### src/rtl/shift_reg_univ_if.sv
// Bus bundle for the universal shift register: control/data in, register state out.
interface shift_reg_univ_if #(
   parameter int WIDTH = 8,
   parameter int AMT_W = 4
);
   logic             ld;
   logic [WIDTH-1:0] d;
   logic             en;
   logic             dir;
   logic [1:0]       mode;
   logic             sd;
   logic             start;
   logic [AMT_W-1:0] amt;
   logic [WIDTH-1:0] q;
   logic             so;
   logic             busy;
   logic             done;

   modport master (
      output ld, d, en, dir, mode, sd, start, amt,
      input  q, so, busy, done
   );

   modport slave (
      input  ld, d, en, dir, mode, sd, start, amt,
      output q, so, busy, done
   );
endinterface

### src/rtl/shift_reg_univ.sv
// Universal shift register: parallel load, single-step shift, and a counted
// multi-step shift with busy/done handshake. Fill modes: serial, rotate,
// arithmetic, zero.
module shift_reg_univ #(
   parameter int WIDTH = 8,
   parameter int AMT_W = 4
) (
   input  logic             clk,
   input  logic             reset_n,
   shift_reg_univ_if.slave  sr_if
);

   typedef enum logic {IDLE, SHIFT} state_t;

   state_t           state_q, state_d;
   logic [WIDTH-1:0] q_q, q_d;
   logic             so_q, so_d;
   logic             busy_q, busy_d;
   logic             done_q, done_d;
   logic [AMT_W-1:0] count_q, count_d;
   logic             dir_q, dir_d;
   logic [1:0]       mode_q, mode_d;

   // Step operands: latched settings during a counted shift, live ones otherwise.
   logic             step_dir;
   logic [1:0]       step_mode;
   logic             expelled;
   logic             fill;
   logic [WIDTH-1:0] shifted;

   // One shift step computed from the current register contents.
   always_comb begin
      step_dir  = (state_q == SHIFT) ? dir_q  : sr_if.dir;
      step_mode = (state_q == SHIFT) ? mode_q : sr_if.mode;
      expelled  = step_dir ? q_q[0] : q_q[WIDTH-1];
      fill      = 1'b0;
      case (step_mode)
         2'b00:   fill = sr_if.sd;
         2'b01:   fill = expelled;
         2'b10:   fill = step_dir ? q_q[WIDTH-1] : 1'b0;
         default: fill = 1'b0;
      endcase
      shifted = step_dir ? {fill, q_q[WIDTH-1:1]} : {q_q[WIDTH-2:0], fill};
   end

   // Next-state: ld > counted step > start > single-step enable.
   always_comb begin
      state_d = state_q;
      q_d     = q_q;
      so_d    = so_q;
      busy_d  = busy_q;
      done_d  = 1'b0;
      count_d = count_q;
      dir_d   = dir_q;
      mode_d  = mode_q;
      if (sr_if.ld) begin
         // Load also aborts a counted shift without signalling done.
         q_d     = sr_if.d;
         state_d = IDLE;
         busy_d  = 1'b0;
         count_d = '0;
      end else if (state_q == SHIFT) begin
         q_d     = shifted;
         so_d    = expelled;
         count_d = count_q - AMT_W'(1);
         if (count_q == AMT_W'(1)) begin
            state_d = IDLE;
            busy_d  = 1'b0;
            done_d  = 1'b1;
         end
      end else if (sr_if.start) begin
         if (sr_if.amt != '0) begin
            state_d = SHIFT;
            busy_d  = 1'b1;
            count_d = sr_if.amt;
            dir_d   = sr_if.dir;
            mode_d  = sr_if.mode;
         end else begin
            // Zero-length request completes immediately.
            done_d = 1'b1;
         end
      end else if (sr_if.en) begin
         q_d  = shifted;
         so_d = expelled;
      end
   end

   // State registers with synchronous active-low reset.
   always_ff @(posedge clk) begin
      if (!reset_n) begin
         state_q <= IDLE;
         q_q     <= '0;
         so_q    <= 1'b0;
         busy_q  <= 1'b0;
         done_q  <= 1'b0;
         count_q <= '0;
         dir_q   <= 1'b0;
         mode_q  <= 2'b00;
      end else begin
         state_q <= state_d;
         q_q     <= q_d;
         so_q    <= so_d;
         busy_q  <= busy_d;
         done_q  <= done_d;
         count_q <= count_d;
         dir_q   <= dir_d;
         mode_q  <= mode_d;
      end
   end

   assign sr_if.q    = q_q;
   assign sr_if.so   = so_q;
   assign sr_if.busy = busy_q;
   assign sr_if.done = done_q;

endmodule

### src/flat_wrapper.sv
// flat-port wrapper written by rule: the top's interface ports become plain ports
module shift_reg_univ_flat 
#(
   parameter int WIDTH = 8,
   parameter int AMT_W = 4
)
  (clk, reset_n, sr_if_ld, sr_if_d, sr_if_en, sr_if_dir, sr_if_mode, sr_if_sd, sr_if_start, sr_if_amt, sr_if_q, sr_if_so, sr_if_busy, sr_if_done);
  shift_reg_univ_if #(.WIDTH(WIDTH), .AMT_W(AMT_W)) sr_if_i ();
  input  logic clk;
  input  logic reset_n;
  input wire logic [$bits(sr_if_i.ld)-1:0] sr_if_ld;
  input wire logic [$bits(sr_if_i.d)-1:0] sr_if_d;
  input wire logic [$bits(sr_if_i.en)-1:0] sr_if_en;
  input wire logic [$bits(sr_if_i.dir)-1:0] sr_if_dir;
  input wire logic [$bits(sr_if_i.mode)-1:0] sr_if_mode;
  input wire logic [$bits(sr_if_i.sd)-1:0] sr_if_sd;
  input wire logic [$bits(sr_if_i.start)-1:0] sr_if_start;
  input wire logic [$bits(sr_if_i.amt)-1:0] sr_if_amt;
  output wire logic [$bits(sr_if_i.q)-1:0] sr_if_q;
  output wire logic [$bits(sr_if_i.so)-1:0] sr_if_so;
  output wire logic [$bits(sr_if_i.busy)-1:0] sr_if_busy;
  output wire logic [$bits(sr_if_i.done)-1:0] sr_if_done;
  assign sr_if_i.ld = sr_if_ld;
  assign sr_if_i.d = sr_if_d;
  assign sr_if_i.en = sr_if_en;
  assign sr_if_i.dir = sr_if_dir;
  assign sr_if_i.mode = sr_if_mode;
  assign sr_if_i.sd = sr_if_sd;
  assign sr_if_i.start = sr_if_start;
  assign sr_if_i.amt = sr_if_amt;
  assign sr_if_q = sr_if_i.q;
  assign sr_if_so = sr_if_i.so;
  assign sr_if_busy = sr_if_i.busy;
  assign sr_if_done = sr_if_i.done;
  shift_reg_univ #(.WIDTH(WIDTH), .AMT_W(AMT_W)) u_core (.clk(clk), .reset_n(reset_n), .sr_if(sr_if_i));
endmodule
### config.mk
export PLATFORM = sky130hd
export DESIGN_NAME = shift_reg_univ_flat
export DESIGN_NICKNAME = d
export VERILOG_FILES = /design/src/rtl/shift_reg_univ_if.sv /design/src/rtl/shift_reg_univ.sv /design/src/flat_wrapper.sv
export SDC_FILE = /design/constraint.sdc
export NUM_CORES = 1
export LEC_CHECK = 0
export ABC_CLOCK_PERIOD_IN_PS = 4500
export CORE_MARGIN = 2
export CORE_UTILIZATION = 50
export DETAILED_ROUTE_END_ITERATION = 16
export GPL_ROUTABILITY_DRIVEN = 0
export GPL_TIMING_DRIVEN = 0
export PLACE_DENSITY_LB_ADDON = 0.3
export SKIP_LAST_GASP = 1
export SYNTH_ARGS = -nofsm -noshare
export SYNTH_HDL_FRONTEND = slang
export SYNTH_SLANG_ARGS = --single-unit
### constraint.sdc
create_clock -name clk -period 4.5 [get_ports clk]
set_input_delay 1.35 -clock clk [delete_from_list [all_inputs] [get_ports clk]]
set_output_delay 1.35 -clock clk [all_outputs]
set_load 0.05 [all_outputs]
==> impl_metrics.py, run 1 <==
metrics = {
    "timing": {
        "setup_viol": 0,
        "rsz0062_at_grt": "no",
        "fin_crit_sh": 0.652,
        "hold_viol_final": 0,
        "fmax_ghz": 0.341,
        "slew_headroom": 0.664,
        "fin_tns_setup_ps": 0,
        "timing.hold.ws_ps": 485,
        "setup_slack_ps": 1570,
        "min_period_ps": 2930,
        "tightest_slew_ps": 502,
        "drv_slew": 0,
        "fin_skew_ps": 0.803,
    },
    "critical_path": {
        "cp_slowest_stage_delay_ps": 840,
        "cp_top_family": "buffers and inverters",
        "crit_path_cell_trace": "clkdlybuf4s50_1",
        "required_ps": 3150,
        "crit_slowest_cell": "clkdlybuf4s50_1",
        "cp.buffers_inverters": 1,
        "endpoint_kind": "output port",
        "cp-start-kind": "register",
        "worstSetupPathType": "register to output port",
        "cp_max_fo": 6,
        "arrival_ps": 1580,
    },
    "global_routing": {
        "grt_max_degree": 12,
        "grt_pass1_wl_mm": 4.85,
        "grt_overflow": 0,
        "grt_usage": 0.249,
        "antenna_found_initial": 0,
        "grt_pass1_vias": 1047,
    },
    "clock_network": {
        "cts_sinks": 19,
        "cts_setup_buffers": 0,
        "clk_latency_ps": 300,
        "ctsHoldBuffers": 0,
        "clock-root-buffer": "clkbuf_4",
        "cts_tree": "yes",
        "ctsResizeCount": 0,
        "cts_inserted_buffers": 3,
        "cts_buffer_depth": 2,
        "path_clk_slew_ps": 110,
        "h-tree-depth": 1,
    },
    "power_and_ir_drop": {
        "power.leakage_nw": 0.559,
        "power_density_nw_per_um2": 263,
        "fin_total_pwr_uw": 384,
        "ir_drop_mv": 0.169,
    },
    "final_layout": {
        "n_antenna_cell": 0,
        "nets": 180,
        "drive_gt1_frac": 0.122,
        "area_delta_synth_final_pct": 32.9,
        "mostFrequentLayoutCells": "clkdlybuf4s50_1 (30), dfxtp_1 (19), mux2i_1 (12)",
        "utilization": 0.722,
        "layout_commonest_cell": "clkdlybuf4s50_1",
        "layoutNonFillerInstCount": 183,
        "fin_area_um2": 1460,
    },
    "hold_path": {
        "hp-class": "register to register",
    },
    "placed_design": {
        "placed_cells": 179,
        "port_buffers": 30,
        "place_hpwl_mm": 2.13,
        "placed_area_um2": 1430,
        "place_ws_ps": 1580,
    },
    "floorplan": {
        "design.core.area_um2": 2020,
        "start_util": 0.543,
        "rows": 16,
        "ios": 32,
        "die_w_um": 50.9,
        "die_h_um": 50.9,
        "dieArea_um2": 2590,
    },
    "outcome": {
        "status": "completed",
    },
    "logic_synthesis": {
        "ys_warn_count": 0,
        "ys_seq_area_frac": 0.346,
        "synth_seq_cells": 19,
        "synth_top_area_share": 0.346,
        "synth_cell_types": 37,
        "syn_area_per_cell_um2": 9.00,
        "syn_inst": 122,
        "synthTopCellsByArea": "dfxtp_1 (35%), mux2i_1 (11%), mux2_2 (7.2%)",
        "synth_fp_nets": 145,
        "synth.cell_area_um2": 1100,
        "yosysTopAreaCell": "dfxtp_1",
    },
    "routing": {
        "ant_nets": 0,
        "vias_per_cell": 5.87,
        "via_count": 1074,
        "drc_errors": 0,
        "first_pass_iters": 4,
        "wl_per_cell_um": 15.5,
        "wl_mm": 2.83,
        "first_iter_violations": 15,
    },
    "flow_run": {
        "maxCapViolCount": 0,
    },
}
-- Yosys cell counts --
cell type,n
dfxtp_1,19
mux2i_1,12
o21ai_0,11
mux2_2,7
nand3_1,7
a21oi_1,6
inv_1,6
nor2_1,6
nand2_1,5
nand2b_1,5
a211oi_1,4
buf_2,3
nor3b_1,3
a31oi_1,2
clkbuf_1,2
ha_1,2
o22ai_1,2
a2111o_1,1
a211o_1,1
a221oi_1,1
a221oi_2,1
and2_1,1
and2b_1,1
and3b_1,1
buf_6,1
mux2_1,1
nand3b_1,1
nor2b_1,1
nor3_1,1
nor3b_2,1
nor4_1,1
nor4_2,1
o211a_1,1
o311ai_0,1
o31ai_1,1
or2_2,1
or4_1,1
-- layer usage --
metal  vias up  part of all wire  track usage
met2        37              0.50        0.443
li1        523                 -            -
met3         7             0.037       0.0351
met5         -                 0            0
met1       507              0.44        0.309
met4         0             0.018       0.0811
-- where the power goes --
group | internal [mW] | switching (mW) | leakage [nW]
combinational | 0.0501 | 0.0589 | 0.385
sequential | 0.177 | 0.00945 | 0.156
clock | 0.0332 | 0.0552 | 0.0177
total | 0.261 | 0.124 | 0.559
-- worst paths after layout --
kind                                                      from                        endpoint  slack (ps)  depth (start not counted)
worst max-delay path            u_core.sr_if.q[7]$_SDFFE_PN0P_                      sr_if_q[7]        1570                          1
worst min-delay path              u_core.sr_if.so$_SDFFE_PN0P_    u_core.sr_if.so$_SDFFE_PN0P_         490                          2
worst max register to register       u_core.state_q$_SDFF_PP0_  u_core.sr_if.q[6]$_SDFFE_PN0P_        2840                          5
worst min register to register    u_core.sr_if.so$_SDFFE_PN0P_    u_core.sr_if.so$_SDFFE_PN0P_         490                          2
-- registers in the layout (all words and copies together), names as in the netlist --
register,flops
u_core.sr_if.q,8
u_core.count_q,4
u_core.mode_q,2
u_core.dir_q,1
u_core.sr_if.busy,1
u_core.sr_if.done,1
u_core.sr_if.so,1
u_core.state_q,1
-- cells by family (layout without fill, tap and decap cells) --
family                   after synthesis  count (layout)  share of synthesized area
buffers and inverters                 12              46                     0.0512
flip-flops                            19              19                      0.346
adder cells (fa/ha/maj)                2               2                     0.0228
AND/OR/NAND/NOR                       37              37                      0.197
multiplexers                          20              20                      0.191
AO/OA/AOI/OAI                         32              32                      0.191
-- cell type report --
type | count | area, um2
Buffer | 6 | 33.8
Clock buffer | 3 | 22.5
Clock inverter | 1 | 5.00
Fill cell | 169 | 562
Inverter | 6 | 22.5
Multi-Input combinational cell | 91 | 662
Sequential cell | 19 | 380
Tap cell | 27 | 33.8
Timing Repair Buffer | 30 | 300
Power figures use the tool's default switching activity.
==> inputs of run 2 (changes only) <==
--- a/config.mk
+++ b/config.mk
@@ -5,9 +5,9 @@
 export SDC_FILE = /design/constraint.sdc
 export NUM_CORES = 1
 export LEC_CHECK = 0
-export ABC_CLOCK_PERIOD_IN_PS = 4500
+export ABC_CLOCK_PERIOD_IN_PS = 2900
 export CORE_MARGIN = 2
-export CORE_UTILIZATION = 50
+export CORE_UTILIZATION = 46
 export DETAILED_ROUTE_END_ITERATION = 16
 export GPL_ROUTABILITY_DRIVEN = 0
 export GPL_TIMING_DRIVEN = 0
==> constraint.sdc (replaced) <==
create_clock -name clk -period 2.9 [get_ports clk]
set_input_delay 0.87 -clock clk [delete_from_list [all_inputs] [get_ports clk]]
set_output_delay 0.87 -clock clk [all_outputs]
set_load 0.05 [all_outputs]
==> run 2 against run 1 <==
Net effect: first-iteration DRC count up 27%; clock skew up 5.9 ps; worst setup slack worse by 1100 ps; flip-flop and latch count unchanged; count of clock-buffer cells in the layout up 1; sequential power up 55%; total power up 54%; utilization down 6.8 points; register-to-register slack worse by 1500 ps; non-clock buffer count unchanged; combinational power up 52%; final area unchanged; highest routed layer unchanged.
==> impl_metrics.py, run 2 (same netlist as run 1, synthesis figures left out) <==
metrics = {
    "outcome": {
        "status": "completed",
    },
    "critical_path": {
        "worstSetupPathType": "register to output port",
        "cp.buffers_inverters": 1,
        "required_ps": 2030,
        "crit_slowest_cell": "clkdlybuf4s50_1",
        "crit_path_cell_trace": "clkdlybuf4s50_1",
        "cp_slowest_stage_delay_ps": 840,
        "cp_max_fo": 6,
        "arrival_ps": 1580,
        "cp-start-kind": "register",
        "cp_top_family": "buffers and inverters",
        "endpoint_kind": "output port",
    },
    "power_and_ir_drop": {
        "fin_total_pwr_uw": 591,
        "clockPowerShare": 0.228,
        "ir_drop_mv": 0.299,
        "p_sw_frac": 0.312,
        "power_density_nw_per_um2": 404,
        "p_int_uw": 406,
        "pwr-share-seq": 0.491,
        "power.leakage_nw": 0.556,
        "power_switching_uw": 184,
        "p_comb_frac": 0.281,
    },
    "routing": {
        "via_count": 1032,
        "topRoutingLayerUsed": "met4",
        "drc_errors": 0,
        "met1Wirelength_mm": 1.24,
        "wl_per_cell_um": 14.3,
        "vias_per_cell": 5.61,
        "first_pass_iters": 4,
        "wl_mm": 2.62,
        "first_iter_violations": 19,
        "wl_met3_um": 101,
        "ant_nets": 0,
        "met2WireLength_mm": 1.25,
    },
    "timing": {
        "fmax_ghz": 0.409,
        "fin_skew_ps": 6.70,
        "hold_viol_final": 0,
        "min_period_ps": 2450,
        "setup_slack_ps": 454,
        "slew_headroom": 0.665,
        "drv_slew": 0,
        "timing.hold.ws_ps": 487,
        "fin_tns_setup_ps": 0,
        "tightest_slew_ps": 501,
        "setup_viol": 0,
        "rsz0062_at_grt": "no",
        "fin_crit_sh": 0.843,
    },
    "floorplan": {
        "dieArea_um2": 2800,
        "die_h_um": 52.9,
        "rows": 17,
        "design.core.area_um2": 2230,
        "die_w_um": 52.9,
        "ios": 32,
        "start_util": 0.492,
    },
    "clock_network": {
        "ctsResizeCount": 0,
        "cts_tree": "yes",
        "clk_latency_ps": 290,
        "cts_inserted_buffers": 3,
        "h-tree-depth": 1,
        "ctsHoldBuffers": 0,
        "cts_setup_buffers": 0,
        "clock-root-buffer": "clkbuf_4",
        "cts_sinks": 19,
        "path_clk_slew_ps": 110,
        "cts_buffer_depth": 2,
    },
    "global_routing": {
        "grt_pass1_vias": 998,
        "grt_pass1_wl_mm": 4.31,
        "antenna_found_initial": 0,
        "grt_usage": 0.208,
        "grt_overflow": 0,
        "grt_max_degree": 11,
    },
    "hold_path": {
        "hp-class": "register to register",
    },
    "placed_design": {
        "placed_cells": 180,
        "place_hpwl_mm": 2.00,
        "place_ws_ps": 470,
        "placed_area_um2": 1430,
        "port_buffers": 30,
    },
    "final_layout": {
        "seqCellArea_um2": 380,
        "mostFrequentLayoutCells": "clkdlybuf4s50_1 (30), dfxtp_1 (19), mux2i_1 (12)",
        "area_delta_synth_final_pct": 32.9,
        "n_fill_cell": 194,
        "utilization": 0.654,
        "fin_area_um2": 1460,
        "multi_input_area_um2": 662,
        "largest_reg_flops": 8,
        "drive_gt1_frac": 0.115,
        "layout_commonest_cell": "clkdlybuf4s50_1",
        "n_antenna_cell": 0,
        "layoutNonFillerInstCount": 184,
        "nets": 180,
    },
    "flow_run": {
        "maxCapViolCount": 0,
    },
}
run 2: cell types whose count changed in the layout (fill, tap and decap cells not counted):
cell      delta
clkinv_2     -1
clkbuf_1     +1
run 2: metal layers:
layer / track usage / up-vias
li1: - / 520
met3: 0.0339 / 4
met2: 0.360 / 23
met5: 0 / -
met1: 0.263 / 485
met4: 0.0641 / 0
run 2: final cells by class:
type / instances / share of cell area
Tap cell: 28 / 0.0240
Inverter: 6 / 0.0154
Buffer: 6 / 0.0231
Multi-Input combinational cell: 91 / 0.453
Timing Repair Buffer: 30 / 0.206
Sequential cell: 19 / 0.260
Clock buffer: 4 / 0.0180
run 2: final timing paths:
kind	to	depth (start not counted)	start	slack, ps
max	sr_if_q[7]	1	u_core.sr_if.q[7]$_SDFFE_PN0P_	450
min	u_core.sr_if.busy$_SDFFE_PP0P_	2	u_core.sr_if.busy$_SDFFE_PP0P_	490
max reg2reg	u_core.sr_if.q[6]$_SDFFE_PN0P_	5	u_core.state_q$_SDFF_PP0_	1350
min reg2reg	u_core.sr_if.busy$_SDFFE_PP0P_	2	u_core.sr_if.busy$_SDFFE_PP0P_	490
run 2: power groups by stage:
stage	clock [mW]	sequential, mW	combinational, mW
after CTS	0.137	0.289	0.166
after global routing	0.149	0.292	0.178
after detailed placement	0	0.295	0.166
after global placement	0	0.295	0.162
final	0.135	0.290	0.166
after floorplan	0	0.323	0.0730
==> inputs of run 3 (changes only) <==
--- a/config.mk
+++ b/config.mk
@@ -5,7 +5,7 @@
 export SDC_FILE = /design/constraint.sdc
 export NUM_CORES = 1
 export LEC_CHECK = 0
-export ABC_CLOCK_PERIOD_IN_PS = 2900
+export ABC_CLOCK_PERIOD_IN_PS = 2300
 export CORE_MARGIN = 2
 export CORE_UTILIZATION = 46
 export DETAILED_ROUTE_END_ITERATION = 16
==> constraint.sdc (replaced) <==
create_clock -name clk -period 2.3 [get_ports clk]
set_input_delay 0.69 -clock clk [delete_from_list [all_inputs] [get_ports clk]]
set_output_delay 0.69 -clock clk [all_outputs]
set_load 0.05 [all_outputs]
==> run 3 against run 2 <==
Net effect: clock skew shrank 0.60 ps; final cell count stayed put; non-clock buffer count did not move; flip-flop and latch count did not move; clock power increased by 26%; global-route usage stayed put; worst setup slack got worse by 410 ps; final area up 0.17%; count of clock-buffer cells in the layout did not move; first-iteration DRC count stayed put; utilization grew 0.11 points; critical path type unchanged; critical endpoint is now sr_if_q[0]; largest cell class unchanged.
==> impl_metrics.py, run 3 (same netlist as run 1, synthesis figures left out) <==
metrics = {
    "final_layout": {
        "nets": 180,
        "n_antenna_cell": 0,
        "mostFrequentLayoutCells": "clkdlybuf4s50_1 (29), dfxtp_1 (19), mux2i_1 (12)",
        "largest_reg_flops": 8,
        "layout_commonest_cell": "clkdlybuf4s50_1",
        "drive_gt1_frac": 0.115,
        "fin_area_um2": 1460,
        "utilization": 0.655,
        "area_delta_synth_final_pct": 33.1,
        "n_fill_cell": 193,
        "layoutNonFillerInstCount": 184,
    },
    "critical_path": {
        "cp_slowest_stage_delay_ps": 840,
        "cp-start-kind": "register",
        "arrival_ps": 1570,
        "cp.buffers_inverters": 1,
        "endpoint_kind": "output port",
        "crit_path_cell_trace": "clkdlybuf4s50_1",
        "cp_top_family": "buffers and inverters",
        "crit_slowest_cell": "clkdlybuf4s50_1",
        "r2r_cells": 5,
        "worstSetupPathType": "register to output port",
        "path_depth": 1,
        "cp_max_fo": 5,
        "required_ps": 1610,
    },
    "clock_network": {
        "cts_sinks": 19,
        "clock-root-buffer": "clkbuf_4",
        "cts_tree": "yes",
        "ctsHoldBuffers": 0,
        "cts_setup_buffers": 0,
        "clk_latency_ps": 290,
        "h-tree-depth": 1,
        "cts_buffer_depth": 2,
        "path_clk_slew_ps": 110,
        "cts_inserted_buffers": 3,
    },
    "power_and_ir_drop": {
        "power_density_nw_per_um2": 509,
        "ir_drop_mv": 0.379,
        "power.leakage_nw": 0.572,
    },
    "floorplan": {
        "dieArea_um2": 2800,
        "die_h_um": 52.9,
        "rows": 17,
        "design.core.area_um2": 2230,
        "die_w_um": 52.9,
        "start_util": 0.492,
        "ios": 32,
    },
    "routing": {
        "via_count": 1032,
        "wl_per_cell_um": 14.3,
        "ant_nets": 0,
        "drc_errors": 0,
        "wl_mm": 2.63,
        "first_iter_violations": 19,
        "first_pass_iters": 4,
        "vias_per_cell": 5.61,
    },
    "timing": {
        "fin_crit_sh": 0.981,
        "min_period_ps": 2260,
        "rsz0062_at_grt": "no",
        "setup_viol": 0,
        "tightest_slew_ps": 501,
        "drv_slew": 0,
        "fin_tns_setup_ps": 0,
        "setup_slack_ps": 43.7,
        "fmax_ghz": 0.443,
        "slew_headroom": 0.665,
        "fin_skew_ps": 6.10,
        "hold_viol_final": 0,
    },
    "global_routing": {
        "antenna_found_initial": 0,
        "met3_usage": 0.0339,
        "grt_usage": 0.208,
        "met1_usage": 0.263,
        "use_met2": 0.360,
        "grt_overflow": 0,
        "grt_pass1_wl_mm": 4.31,
        "grt_pass1_vias": 998,
        "grt_max_degree": 11,
        "top_usage_layer": "met2",
    },
    "outcome": {
        "status": "completed",
    },
    "hold_path": {
        "whs_path_depth": 2,
        "hp-class": "register to register",
    },
    "placed_design": {
        "placed_area_um2": 1430,
        "place_ws_ps": 49.9,
        "placed_cells": 180,
        "place_hpwl_mm": 2.00,
        "port_buffers": 30,
    },
    "flow_run": {
        "maxCapViolCount": 0,
    },
}
[run 3: path summary, 6_finish.rpt]
check / slack (ps) / start / to
max: 40 / u_core.sr_if.q[0]$_SDFFE_PN0P_ / sr_if_q[0]
min: 490 / u_core.sr_if.busy$_SDFFE_PP0P_ / u_core.sr_if.busy$_SDFFE_PP0P_
max reg2reg: 750 / u_core.state_q$_SDFF_PP0_ / u_core.sr_if.q[6]$_SDFFE_PN0P_
min reg2reg: 490 / u_core.sr_if.busy$_SDFFE_PP0P_ / u_core.sr_if.busy$_SDFFE_PP0P_
[run 3: cell type report]
type	count	area (um2)	share of cell area
Inverter	6	22.5	0.0154
Buffer	6	33.8	0.0231
Tap cell	28	35.0	0.0240
Multi-Input combinational cell	91	662	0.453
Timing Repair Buffer	30	303	0.207
Clock buffer	4	26.3	0.0180
Sequential cell	19	380	0.260
[run 3: power breakdown]
part	internal (mW)	switching, mW	total [mW]
registers	0.347	0.0180	0.365
logic	0.0977	0.112	0.210
clock network	0.0675	0.103	0.170
total	0.512	0.233	0.745
[run 3: repair_timing]
action,CTS,global route
resized for setup,0,1
setup endpoints to repair,0,1
endpoints found under the hold margin,0,0
[run 3: stage by stage]
stage / hold WS (ps) / total power, mW
3_3_place_gp: 458 / 0.576
4_1_cts: 487 / 0.747
3_5_place_dp: 472 / 0.581
6_report: 487 / 0.745
2_1_floorplan: 472 / 0.499
5_1_grt: 523 / 0.781
[run 3: routing by layer]
| layer | share of wire | vias up |
|---|---|---|
| met2 | 0.48 | 21 |
| li1 | - | 520 |
| met1 | 0.48 | 487 |
| met4 | 0.011 | 0 |
| met3 | 0.030 | 4 |
| met5 | 0 | - |
